### src/rtl/watch_cmd_scheduler.sv
// watch_cmd_scheduler
//   Merges debounced button pulses and UART command bytes into single-cycle
//   command pulses for the stopwatch and watch controllers. Commands are
//   routed by i_mode, gated by i_setting for watch commands, and every issued
//   pulse is followed by LOCKOUT_CYCLES idle cycles.
//
//   state  | meaning
//   IDLE   | waiting; arbitrates button vs pending UART command
//   ISSUE  | one command pulse decoded from the latched code
//   LOCK   | lockout gap, counter runs down to 0
//
// Ports
//   clk, reset                      clock, synchronous active-high reset
//   i_mode                          0 = stopwatch target, 1 = watch target
//   i_setting                       watch-setting switch (watch commands need 1)
//   i_btn_left/right/up/down        debounced one-cycle button pulses
//   i_rx_data, i_rx_done            UART byte and its one-cycle strobe
//   o_sw_runstop/clear/start/stop   stopwatch command pulses
//   o_tm_left/right/up/down         watch-setting command pulses
//   o_busy                          high in ISSUE and LOCK
//   o_cmd_drop                      a UART command was discarded
//   o_cmd_err                       an unrecognised UART byte was received
module watch_cmd_scheduler #(
  parameter int LOCKOUT_CYCLES = 4
) (
  input  logic       clk,
  input  logic       reset,
  input  logic       i_mode,
  input  logic       i_setting,
  input  logic       i_btn_left,
  input  logic       i_btn_right,
  input  logic       i_btn_up,
  input  logic       i_btn_down,
  input  logic [7:0] i_rx_data,
  input  logic       i_rx_done,
  output logic       o_sw_runstop,
  output logic       o_sw_clear,
  output logic       o_sw_start,
  output logic       o_sw_stop,
  output logic       o_tm_left,
  output logic       o_tm_right,
  output logic       o_tm_up,
  output logic       o_tm_down,
  output logic       o_busy,
  output logic       o_cmd_drop,
  output logic       o_cmd_err
);

  typedef enum logic [1:0] {S_IDLE, S_ISSUE, S_LOCK} state_t;

  // Bit 2 of a command code is its class: 0 = stopwatch, 1 = watch.
  localparam logic [2:0] C_SW_RUNSTOP = 3'd0;
  localparam logic [2:0] C_SW_CLEAR   = 3'd1;
  localparam logic [2:0] C_SW_START   = 3'd2;
  localparam logic [2:0] C_SW_STOP    = 3'd3;
  localparam logic [2:0] C_TM_LEFT    = 3'd4;
  localparam logic [2:0] C_TM_RIGHT   = 3'd5;
  localparam logic [2:0] C_TM_UP      = 3'd6;
  localparam logic [2:0] C_TM_DOWN    = 3'd7;

  localparam logic [3:0] LOCK_LOAD = (LOCKOUT_CYCLES > 0) ? 4'(LOCKOUT_CYCLES - 1) : 4'd0;

  state_t     state_q, state_d;
  logic [2:0] code_q, code_d;
  logic [3:0] cnt_q, cnt_d;
  logic       pend_v_q, pend_v_d;
  logic [2:0] pend_code_q, pend_code_d;
  logic       drop_q, drop_d;
  logic       err_q, err_d;

  logic       rx_known;
  logic [2:0] rx_code;
  logic       btn_hit;
  logic [2:0] btn_code;
  logic       pend_ok;
  logic       consume;

  always_ff @(posedge clk) begin
    if (reset) begin
      state_q     <= S_IDLE;
      code_q      <= 3'd0;
      cnt_q       <= 4'd0;
      pend_v_q    <= 1'b0;
      pend_code_q <= 3'd0;
      drop_q      <= 1'b0;
      err_q       <= 1'b0;
    end else begin
      state_q     <= state_d;
      code_q      <= code_d;
      cnt_q       <= cnt_d;
      pend_v_q    <= pend_v_d;
      pend_code_q <= pend_code_d;
      drop_q      <= drop_d;
      err_q       <= err_d;
    end
  end

  always_comb begin
    rx_known = 1'b1;
    rx_code  = 3'd0;
    case (i_rx_data)
      8'h52:   rx_code = C_SW_START;
      8'h53:   rx_code = C_SW_STOP;
      8'h43:   rx_code = C_SW_CLEAR;
      8'h6C:   rx_code = C_TM_LEFT;
      8'h72:   rx_code = C_TM_RIGHT;
      8'h75:   rx_code = C_TM_UP;
      8'h64:   rx_code = C_TM_DOWN;
      default: rx_known = 1'b0;
    endcase
  end

  // Only applicable buttons produce a hit; the rest vanish without side effects.
  always_comb begin
    btn_hit  = 1'b0;
    btn_code = 3'd0;
    if (!i_mode) begin
      if (i_btn_up) begin
        btn_hit  = 1'b1;
        btn_code = C_SW_RUNSTOP;
      end else if (i_btn_down) begin
        btn_hit  = 1'b1;
        btn_code = C_SW_CLEAR;
      end
    end else if (i_setting) begin
      btn_hit = i_btn_up | i_btn_down | i_btn_left | i_btn_right;
      if (i_btn_up)         btn_code = C_TM_UP;
      else if (i_btn_down)  btn_code = C_TM_DOWN;
      else if (i_btn_left)  btn_code = C_TM_LEFT;
      else                  btn_code = C_TM_RIGHT;
    end
  end

  assign pend_ok = pend_code_q[2] ? (i_mode & i_setting) : ~i_mode;

  always_comb begin
    state_d     = state_q;
    code_d      = code_q;
    cnt_d       = cnt_q;
    pend_v_d    = pend_v_q;
    pend_code_d = pend_code_q;
    drop_d      = 1'b0;
    err_d       = 1'b0;
    consume     = 1'b0;

    case (state_q)
      S_IDLE: begin
        if (btn_hit) begin
          code_d  = btn_code;
          state_d = S_ISSUE;
        end else if (pend_v_q) begin
          consume = 1'b1;
          if (pend_ok) begin
            code_d  = pend_code_q;
            state_d = S_ISSUE;
          end else begin
            drop_d = 1'b1;
          end
        end
      end
      S_ISSUE: begin
        cnt_d   = LOCK_LOAD;
        state_d = (LOCKOUT_CYCLES == 0) ? S_IDLE : S_LOCK;
      end
      S_LOCK: begin
        if (cnt_q == 4'd0) state_d = S_IDLE;
        else               cnt_d   = cnt_q - 4'd1;
      end
      default: state_d = S_IDLE;
    endcase

    if (consume) pend_v_d = 1'b0;

    // A slot being emptied this cycle can accept the arriving byte.
    if (i_rx_done) begin
      if (!rx_known) begin
        err_d = 1'b1;
      end else if (pend_v_q && !consume) begin
        drop_d = 1'b1;
      end else begin
        pend_v_d    = 1'b1;
        pend_code_d = rx_code;
      end
    end
  end

  logic issue;
  assign issue = (state_q == S_ISSUE);

  assign o_sw_runstop = issue && (code_q == C_SW_RUNSTOP);
  assign o_sw_clear   = issue && (code_q == C_SW_CLEAR);
  assign o_sw_start   = issue && (code_q == C_SW_START);
  assign o_sw_stop    = issue && (code_q == C_SW_STOP);
  assign o_tm_left    = issue && (code_q == C_TM_LEFT);
  assign o_tm_right   = issue && (code_q == C_TM_RIGHT);
  assign o_tm_up      = issue && (code_q == C_TM_UP);
  assign o_tm_down    = issue && (code_q == C_TM_DOWN);
  assign o_busy       = (state_q != S_IDLE);
  assign o_cmd_drop   = drop_q;
  assign o_cmd_err    = err_q;

endmodule
### config.mk
export PLATFORM = sky130hd
export DESIGN_NAME = watch_cmd_scheduler
export DESIGN_NICKNAME = d
export VERILOG_FILES = /design/src/rtl/watch_cmd_scheduler.sv
export SDC_FILE = /design/constraint.sdc
export NUM_CORES = 1
export LEC_CHECK = 0
export CORE_ASPECT_RATIO = 1.75
export CORE_MARGIN = 10
export CORE_UTILIZATION = 47
export CTS_CLUSTER_SIZE = 8
export DETAILED_ROUTE_END_ITERATION = 12
export GPL_TIMING_DRIVEN = 0
export HOLD_SLACK_MARGIN = 0.02
export PLACE_DENSITY = 0.77
export RECOVER_POWER = 50
export SLEW_MARGIN = 20
export SYNTH_ARGS = -nofsm -noshare
export SYNTH_HDL_FRONTEND = slang
export SYNTH_SLANG_ARGS = --single-unit
### constraint.sdc
create_clock -name clk -period 2.17 [get_ports clk]
set_clock_uncertainty 0.15 [all_clocks]
set_input_delay 0.434 -clock clk [delete_from_list [all_inputs] [get_ports clk]]
set_output_delay 0.434 -clock clk [all_outputs]
set_load 0.01 [all_outputs]
==> impl_metrics.tcl <==
set metrics [dict create \
    outcome "finished clean" \
    crit_required_ps 2230 \
    cp_max_fo 8 \
    grt_use_met2 0.217 \
    clock_latency_ps 280 \
    numCtsBuffers 3 \
    io_buffers 25 \
    worst_setup_path_start_kind "input pin" \
    finalWorstSetupSlack_ps 108 \
    synth_top_flop_cell "dfxtp_1" \
    layout-drive-gt1-share 0.143 \
    synth_top_family_by_area "simple AND/OR/NAND/NOR gates" \
    drt-total-wl_um 2690 \
    detail_route.first_pass.iterations 4 \
    hold_path.class "reg -> reg" \
    tightest_slew_ps 504 \
    area_growth_pct 29.6 \
    synth_area_leader_cell "dfxtp_1" \
    layout.nets 180 \
    arrival_ps 2120 \
    syn_inst 132 \
    gr-usage-met3 0.0305 \
    synthMuxAreaShare 0.0291 \
    pin_count 28 \
    clockBufferDepth 2 \
    layout.cells.non_filler 185 \
    synth_commonest_cells "15 x dfxtp_1, 14 x nor2_1, 10 x o21ai_0" \
    leakage_nw 0.548 \
    grt_busiest_layer "met2" \
    avgSynthCellArea_um2 8.14 \
    grt_pass1_wl_um 4750 \
    yosys.area_share.simple 0.343 \
    max_freq_mhz 485 \
    grt.total_usage 0.116 \
    critical_path_class "in -> reg" \
    vias 1098 \
    maxSlewHeadroom 0.664 \
    cts_tree "built" \
    clkSlewWorstSetupHoldPaths_ps 90 \
    seq_area_frac_synth 0.279 \
    core_mm2 0.00215 \
    root_buffer "clkbuf_4" \
    synth_edf_count 0 \
    viasPerCell 5.94 \
    clock-sinks 15 \
    dp_hpwl_um 2250 \
    synthXorXnorAreaFrac 0.00815 \
    p_per_area_mw_per_mm2 471 \
    fp.dieW_um 56.2 \
    slew_viol_final 0 \
    yosysMostFrequentCell "dfxtp_1" \
    drv_cap 0 \
    final-setup-viol-count 0 \
    dp.cells 181 \
    rsz0062_at_grt "false" \
    synth_compound_area_frac 0.268 \
    synth_fp_nets 150 \
    gp_congestion 0.846 \
    synth.area.top_cells "dfxtp_1 28%, nor2_1 4.9%, o21ai_0 4.7%, nor3_1 3.7%, nor3b_1 3.5%" \
    yosysTopAreaCellShare 0.279 \
    dieHeight_um 83.3 \
    grt_overflow 0 \
    synth_cell_types 48 \
    async_reset_ff_frac 0 \
    finalHoldViolCount 0 \
    wire_per_inst_um 14.5 \
    ys_warn_count 0 \
    drc_errors 0 \
    grt_antenna_before_repair 0 \
    grt_util_met1 0.108 \
    yosys.area_share.adder 0.0116 \
    antenna_left 0 \
    dieArea_mm2 0.00468 \
    antenna_cells 0 \
    rows 22 \
    synth_area_mm2 0.00107 \
    ir_drop_uv 294 \
    dpl_worst_slack_ps -432 \
    initial_core_util 0.501 \
    htreeDepth 1 \
    drtIter0Drc 17 \
    fin_crit_sh 0.950 \
    cp-end-kind "register" \
    ys_seq_elements 15 \
    grt_max_degree 11 \
    grt_pass1_vias 1100 \
    finalCriticalPeriod_ps 2060 \
]
flip-flops by register name, indices dropped and copies added, names as in the netlist:
name / count
cnt_q: 4
code_q: 3
o_cmd_drop: 1
o_cmd_err: 1
pend_code_q: 3
pend_v_q: 1
state_q: 2
cell usage in the layout (no fill, tap or decap), drive strengths merged, types with 2 or more instances in the layout:
| master | instances |
|---|---|
| clkdlybuf4s50 | 10 |
| dlygate4sd2 | 13 |
| a21oi | 8 |
| nand2 | 5 |
| dfxtp | 15 |
| buf | 3 |
| nand2b | 4 |
| nand3 | 3 |
| nor3 | 8 |
| o21a | 3 |
| nor2b | 3 |
| mux2i | 2 |
| inv | 7 |
| o31ai | 3 |
| nor4 | 4 |
| nand3b | 2 |
| nor3b | 5 |
| clkbuf | 6 |
| nor2 | 14 |
| o21ai | 12 |
| a211oi | 2 |
| nand4b | 3 |
| a21o | 2 |
| dlygate4sd3 | 2 |
power breakdown:
part | leakage (nW) | switching, mW | internal [mW]
clock | 0.0177 | 0.0912 | 0.0683
combinational | 0.408 | 0.0999 | 0.0913
sequential | 0.122 | 0.0143 | 0.291
metrics by stage:
step                      cell area, um^2   util  total power [mW]  setup TNS (ps)  hold slack [ps]
after floorplan                      1070      -             0.422               0              293
after global placement               1360  0.631             0.496            -936              313
after detailed placement             1360  0.631             0.503           -1140              331
after CTS                            1380  0.643             0.662               0              345
after global routing                 1390  0.649             0.700               0              357
final                                1390  0.649             0.656               0              348
layer usage:
layer | up-vias | wire length (um)
met2 | 24 | 1560
li1 | 549 | -
met5 | - | 0
met4 | 0 | 40
met3 | 2 | 121
met1 | 523 | 967
layout make-up:
cell class                 count  area [um^2]
buffer                         6         46.3
clock buffer                   3         22.5
clock inverter                 1         5.00
fill                         201          754
inverter                       7         26.3
multi-input combinational    104          728
sequential                    15          300
tap                           24         30.0
timing repair buffer          25          234
final timing paths:
| path | endpoint | startpoint | cells after the start | slack, ps |
|---|---|---|---|---|
| worst max-delay path | pend_code_q[2] | i_rx_data[2] | 6 | 110 |
| worst min-delay path | pend_code_q[1] | pend_code_q[1] | 2 | 350 |
| worst max register to register | cnt_q[3] | cnt_q[0] | 7 | 290 |
| worst min register to register | pend_code_q[1] | pend_code_q[1] | 2 | 350 |
worst max-delay path, cell delays in order:
cell and delay, ps:
dlygate4sd2_1 320, nand4bb_1 270, o22ai_2 240, o311ai_4 160
or4_1 520, a21oi_1 170
logic make-up after synthesis:
logic type / after synthesis
adder cells (fa/ha/maj): 1
AND/OR/NAND/NOR: 60
AO/OA/AOI/OAI: 39
XOR/XNOR: 1
flip-flops: 15
buffers and inverters: 13
multiplexers: 3
repair_timing:
item	in CTS	in global routing
endpoints found under the setup margin	9	1
hold buffers	0	0
buffers inserted	0	0
resized for setup	18	3
hold endpoints to repair	0	0
Note: power is estimated with default switching activity, not from simulation.
